$ cat src/rtl/fetch_unit.sv
// Instruction fetch unit: walks the instruction ROM, folds EXT prefix words
// into an extension payload, and hands one packet at a time to the core.
module fetch_unit #(
   parameter int             IW       = 9,
   parameter int             PW       = 8,
   parameter logic [3:0]     EXT_OPC  = 4'b1110,
   parameter int             MAX_EXT  = 2,
   parameter logic [PW-1:0]  RESET_PC = '0,
   localparam int            EW       = IW - 1,
   localparam int            XW       = EW * MAX_EXT,
   localparam int            CW       = $clog2(MAX_EXT + 1)
) (
   input  logic          clk,
   input  logic          reset,
   input  logic          start,
   output logic [PW-1:0] imem_addr,
   input  logic [IW-1:0] imem_data,
   input  logic          redirect_valid,
   input  logic [PW-1:0] redirect_target,
   output logic          instr_valid,
   input  logic          instr_ready,
   output logic [IW-1:0] instr_out,
   output logic [PW-1:0] instr_pc,
   output logic [XW-1:0] ext_data,
   output logic [CW-1:0] ext_count,
   output logic          ext_err
);

   typedef enum logic [1:0] {
      IDLE,
      FETCH,
      HOLD
   } state_t;

   state_t        r_state;
   logic [PW-1:0] r_pc;
   logic [XW-1:0] r_acc;
   logic [CW-1:0] r_cnt;
   logic          r_instrValid;
   logic [IW-1:0] r_instrOut;
   logic [PW-1:0] r_instrPc;
   logic [XW-1:0] r_extData;
   logic [CW-1:0] r_extCount;
   logic          r_extErr;

   logic          w_isPrefix;
   logic [XW-1:0] w_accNext;
   logic          w_cntFull;
   logic [PW-1:0] w_pcInc;

   // The shift naturally discards the oldest payload once the accumulator is full.
   assign w_isPrefix = (imem_data[IW-1:IW-4] == EXT_OPC);
   assign w_accNext  = (r_acc << EW) | XW'(imem_data[EW-1:0]);
   assign w_cntFull  = (r_cnt == CW'(MAX_EXT));
   assign w_pcInc    = r_pc + PW'(1);

   always_ff @(posedge clk or posedge reset) begin
      if (reset) begin
         r_state      <= IDLE;
         r_pc         <= RESET_PC;
         r_acc        <= '0;
         r_cnt        <= '0;
         r_instrValid <= 1'b0;
         r_instrOut   <= '0;
         r_instrPc    <= '0;
         r_extData    <= '0;
         r_extCount   <= '0;
         r_extErr     <= 1'b0;
      end else if (start) begin
         r_state      <= IDLE;
         r_pc         <= RESET_PC;
         r_acc        <= '0;
         r_cnt        <= '0;
         r_instrValid <= 1'b0;
         r_extErr     <= 1'b0;
      end else begin
         case (r_state)
            IDLE: begin
               r_state <= FETCH;
            end
            FETCH: begin
               if (redirect_valid) begin
                  r_pc         <= redirect_target;
                  r_acc        <= '0;
                  r_cnt        <= '0;
                  r_instrValid <= 1'b0;
                  r_state      <= FETCH;
               end else if (w_isPrefix) begin
                  r_acc <= w_accNext;
                  r_pc  <= w_pcInc;
                  if (w_cntFull) begin
                     r_extErr <= 1'b1;
                  end else begin
                     r_cnt <= r_cnt + CW'(1);
                  end
               end else begin
                  r_instrOut   <= imem_data;
                  r_instrPc    <= r_pc;
                  r_extData    <= r_acc;
                  r_extCount   <= r_cnt;
                  r_instrValid <= 1'b1;
                  r_acc        <= '0;
                  r_cnt        <= '0;
                  r_pc         <= w_pcInc;
                  r_state      <= HOLD;
               end
            end
            HOLD: begin
               // A redirect drops the held packet whether or not it was taken.
               if (redirect_valid) begin
                  r_pc         <= redirect_target;
                  r_acc        <= '0;
                  r_cnt        <= '0;
                  r_instrValid <= 1'b0;
                  r_state      <= FETCH;
               end else if (instr_ready) begin
                  r_instrValid <= 1'b0;
                  r_state      <= FETCH;
               end
            end
            default: begin
               r_state <= IDLE;
            end
         endcase
      end
   end

   assign imem_addr   = r_pc;
   assign instr_valid = r_instrValid;
   assign instr_out   = r_instrOut;
   assign instr_pc    = r_instrPc;
   assign ext_data    = r_extData;
   assign ext_count   = r_extCount;
   assign ext_err     = r_extErr;

endmodule
$ cat config.mk
export PLATFORM = sky130hd
export DESIGN_NAME = fetch_unit
export DESIGN_NICKNAME = d
export VERILOG_FILES = /design/src/rtl/fetch_unit.sv
export SDC_FILE = /design/constraint.sdc
export NUM_CORES = 1
export LEC_CHECK = 0
export ABC_AREA = 1
export CORE_MARGIN = 5
export CORE_UTILIZATION = 45
export CTS_BUF_LIST = sky130_fd_sc_hd__clkbuf_4
export DETAILED_ROUTE_END_ITERATION = 6
export DONT_BUFFER_PORTS = 1
export GPL_TIMING_DRIVEN = 0
export PLACE_DENSITY = 0.72
export SLEW_MARGIN = 20
export SYNTH_ARGS = -nofsm -noshare
export SYNTH_HDL_FRONTEND = slang
export SYNTH_SLANG_ARGS = --single-unit
$ cat constraint.sdc
create_clock -name clk -period 1.95 [get_ports clk]
set_input_delay 0.39 -clock clk [delete_from_list [all_inputs] [get_ports clk]]
set_output_delay 0.39 -clock clk [all_outputs]
set_load 0.05 [all_outputs]
After elaboration in Yosys (flattened, before gate mapping)

Cells that the tools add are included.

Add/sub/neg operators: 2
Eq/ne operators: 9
Mux-type cells: 32
Bitwise gates (word level): 4
Reduce and logical (&&, ||, !) cells: 11

Operator list:

| kind                | count |
|---|---|
| $mux 16             | 4 |
| $pmux 16 s2         | 1 |
| $mux 8              | 3 |
| $mux 2              | 10 |
| $or 16x8->16        | 1 |
| $pmux 8 s2          | 1 |
| $mux 1              | 10 |
| $add 8x1->8 const B | 1 |
| $ne 4x4->1 const B  | 2 |
| $reduce_and 4->1    | 2 |
| $pmux 2 s3          | 1 |
| $reduce_and 3->1    | 2 |
| $reduce_bool 2->1   | 3 |
| $ne 5x5->1 const B  | 1 |
| $eq 2x2->1 const B  | 2 |
| $eq 4x4->1 const B  | 1 |
| $pmux 2 s2          | 1 |
| $reduce_and 2->1    | 2 |
| $ne 3x3->1 const B  | 1 |
| $not 1->1           | 3 |
| $reduce_bool 3->1   | 1 |
| $add 2x1->2 const B | 1 |
| $eq 2x1->1 const B  | 1 |
| $logic_not 2->1     | 1 |
| other kinds (2)     | 2 |

Register bits: 65
Input bits: 22
Output and inout port bits: 45
Word-level logic and storage cells: 68

Depth between registers and ports, before layout

Depth in word-level cells: 6
Depth in mapped cells: 9

Worst setup path after synthesis

OpenSTA, ideal clock, no wires.

Kind: flip-flop to flip-flop
Start: register r_pc[0], in the netlist imem_addr[0]
End: register r_pc[6], in the netlist imem_addr[6]
Setup time: 118 ps
Arrival: 1440 ps
Required time: 1832 ps
Path slack: 392 ps
Stages on the path, launching flop included: 9
Path through: dfrtp_1 > ha_1 > nand3_1 > nor2_1 > nand2_1 > nand2_1 > nand2_1 > nand2_1 > nand2_1

Cells in the longest elaborated chain, start to end: 4

Ends and longest elaborated chain:

| item                   | line | RTL |
|---|---|---|
| from (decl)            | 36   | `logic [PW-1:0] r_pc;` |
| from (signal assigned) | 83   | `r_pc <= redirect_target;` |
| from (signal assigned) | 90   | `r_pc <= w_pcInc;` |
| from (signal assigned) | 104  | `r_pc <= w_pcInc;` |
| $add 8x1->8            | 55   | `assign w_pcInc = r_pc + PW'(1);` |
| $mux 8                 | 82   | `if (redirect_valid) begin` |
| $pmux 8 s2             | 77   | `case (r_state)` |
| $mux 8                 | 69   | `end else if (start) begin` |

Every way passes these cells.
A chain may end at the register's enable or synchronous reset.

Worst setup path after layout

Ends and elaborated chain as after synthesis.

==> qor.csv <==
metric,value,unit
worstPathBufferInverterCount,0,
worstSetupPathType,register to register,
cts_root_buffer,clkbuf_4,
path_cells,"ha_1, nand3_1, nor2_1, nand2_1, nand2_1, nand2_1, nand2_1, nand2_1",
post_cts_buffers,0,
cpMaxStageDelayCell,dfrtp_1,
hold_class,input port to register,
synthCells,333,
dp_slack,0.226,ns
cp-startpoint,imem_addr[0]$_DFFE_PP0P_,
gp_congestion,0.825,
status,finished clean,
synth_edf_count,0,
wl,6.81,mm
ir_drop,0.516,mV
min_period_over_period,89.2,%
synth.distinct_cells,26,
drtPass1Iterations,4,
numCtsBuffers,9,
p_leak,1.63,nW
tightest_slew,0.633,ns
post_dp_cell_area,3060,um2
synth_flop_cell,dfrtp_1,
relSlewSlack,57.8,%
antennaDiodeCount,0,
postLayoutSetupSlackWorst,0.211,ns
clock-sinks,65,
grt_pass1_wl,11.3,mm
start_kind,register,
worst_path_most_repeated_cell,nand2_1,
fin_nets,371,
synth_area_leaders,"dfrtp_1 56%, nand2_1 15%, o21ai_0 6.2%",
cts_max_level,3,
hpwl,4.96,mm
timing.max_cap.violations,0,
die_w,90.5,um
wl_per_cell,15.9,um
end_kind,register,
rows,29,
clockBufferDepth,2,
syn-num-nets,357,
clock.fmax,0.575,GHz
grt_max_degree,31,
via_per_inst,5.17,
path_clk_slew,0.12,ns
grtUsageTotal,17.6,%
initial_utilization,46.2,%
synth.most_common_cell,nand2_1,
drt-initial-drc-count,137,
synth_top_area_cell,dfrtp_1,
synth-seq-cells,65,
drtAntennaViolNets,0,
setup_viol,0,
portBuffers,0,
max_stage_delay,0.74,ns
cts_tree,built,
core,6310,um2
layout-area-overhead-vs-synth,10.4,%
synth_common_cells,"116 x nand2_1, 65 x dfrtp_1, 36 x o21ai_0, 30 x inv_1, 23 x nor2_1",
tns,0,ns
io_pins,67,
finClkSkew,0.0225,ns
worstReg2RegStart,imem_addr[0]$_DFFE_PP0P_,
total_power,3.30,mW
crit_required,2.26,ns
stdcell_area,3220,um2
dr_total_vias,2216,
synth_top_area_share,55.8,%
yosysWarnings,0,
slew_violations,0,
grt_pass1_vias,2213,
crit_arrival,2.05,ns
p_per_area,1020,nW/um2
fp.dieArea,8190,um2
finalHoldViolations,0,
synth_async_sr_flop_share,100,%
worstPathMaxFanout,6,
synth.cell_area,2920,um2
rsz0062_at_grt,no,
fin_crit,1.74,ns
syn_avg_cell_area,8.76,um2
die_y,90.5,um
drc,0,
hp-start,imem_data[6],
clock_latency,0.42,ns
antenna_found_initial,0,
overflow,0,
path_delay_family,flip-flops,
ys_seq_area_share,55.8,%
drive_above_1_share,13.9,%
==> sequential cells by signal (all words and copies together) (netlist names) <==
| signal | count |
|---|---|
| imem_addr | 8 |
| ext_err | 1 |
| r_acc | 16 |
| r_cnt | 2 |
| instr_out | 9 |
| ext_data | 16 |
| instr_valid | 1 |
| r_state | 2 |
| ext_count | 2 |
| instr_pc | 8 |
==> layout make-up <==
type / instances / area (um2)
inverters: 33 / 128
fillers: 605 / 3090
clock buffers: 9 / 67.6
multi-input cells: 223 / 1070
repair buffers: 3 / 50.0
plain buffers: 12 / 96.3
well taps: 77 / 96.3
flip-flops and latches: 65 / 1630
clock inverters: 7 / 85.1
==> per-layer routing <==
| metal | up-vias | track usage [%] | part of all wire (%) | wire (um) |
|---|---|---|---|---|
| met5 | - | 0 | 0 | 0 |
| met4 | 0 | 6.33 | 1.6 | 109 |
| met3 | 6 | 6.25 | 8.3 | 568 |
| met2 | 79 | 27.1 | 47 | 3210 |
| met1 | 1050 | 22.8 | 43 | 2920 |
| li1 | 1081 | - | - | - |
==> cells by family after synthesis <==
kind of cell               count (synthesis)  synth area share [%]
xor gates and xnor gates                   2                 0.601
buffers and inverters                     45                  7.55
DFF                                       65                  55.8
and+or+nand+nor                          172                  26.0
AOI/OAI and AO/OA                         47                  9.22
adders and majority gates                  2                 0.858
==> stage by stage <==
step	std cells	util [%]	hold slack [ns]
global placement	410	47.8	0.464
global route	429	51.0	0.115
detailed placement	412	48.4	0.222
floorplan	333	-	0.449
finish	429	51.0	0.103
CTS	429	51.0	0.0974
==> final timing paths <==
path / cells after the start / to / slack [ns]
min reg2reg: 2 / r_acc[2]$_DFFE_PP0P_ / 0.49
min in group asynchronous: 2 / instr_out[1]$_DFFE_PP0P_ / 0.38
max reg2reg: 8 / imem_addr[6]$_DFFE_PP0P_ / 0.21
min: 2 / instr_out[6]$_DFFE_PP0P_ / 0.10
max in group asynchronous: 4 / instr_out[8]$_DFFE_PP0P_ / 0.93
max: 8 / imem_addr[6]$_DFFE_PP0P_ / 0.21
==> timing repair <==
action,4_1_cts,5_1_grt
setup endpoints to repair,0,0
hold endpoints to repair,9,0
resized for setup,0,0
hold buffers,1,0
==> report_power, final <==
part	switching, mW	total [mW]	internal (mW)
combinational	0.197	0.311	0.113
sequential	0.525	1.98	1.46
clock	0.496	1.00	0.507
==> cells in the final DEF (no fill, tap or decap), types with 3 or more instances in the layout <==
cell type,synthesis,layout
inv_1,30,29
nand2_4,4,4
o21ai_2,9,9
nand3_1,22,22
o21ai_0,36,36
inv_2,3,3
nand2_1,116,116
nor2_1,23,23
buf_2,4,4
clkbuf_4,0,9
buf_6,4,4
dfrtp_1,65,65
Power figures use the tool's default switching activity.
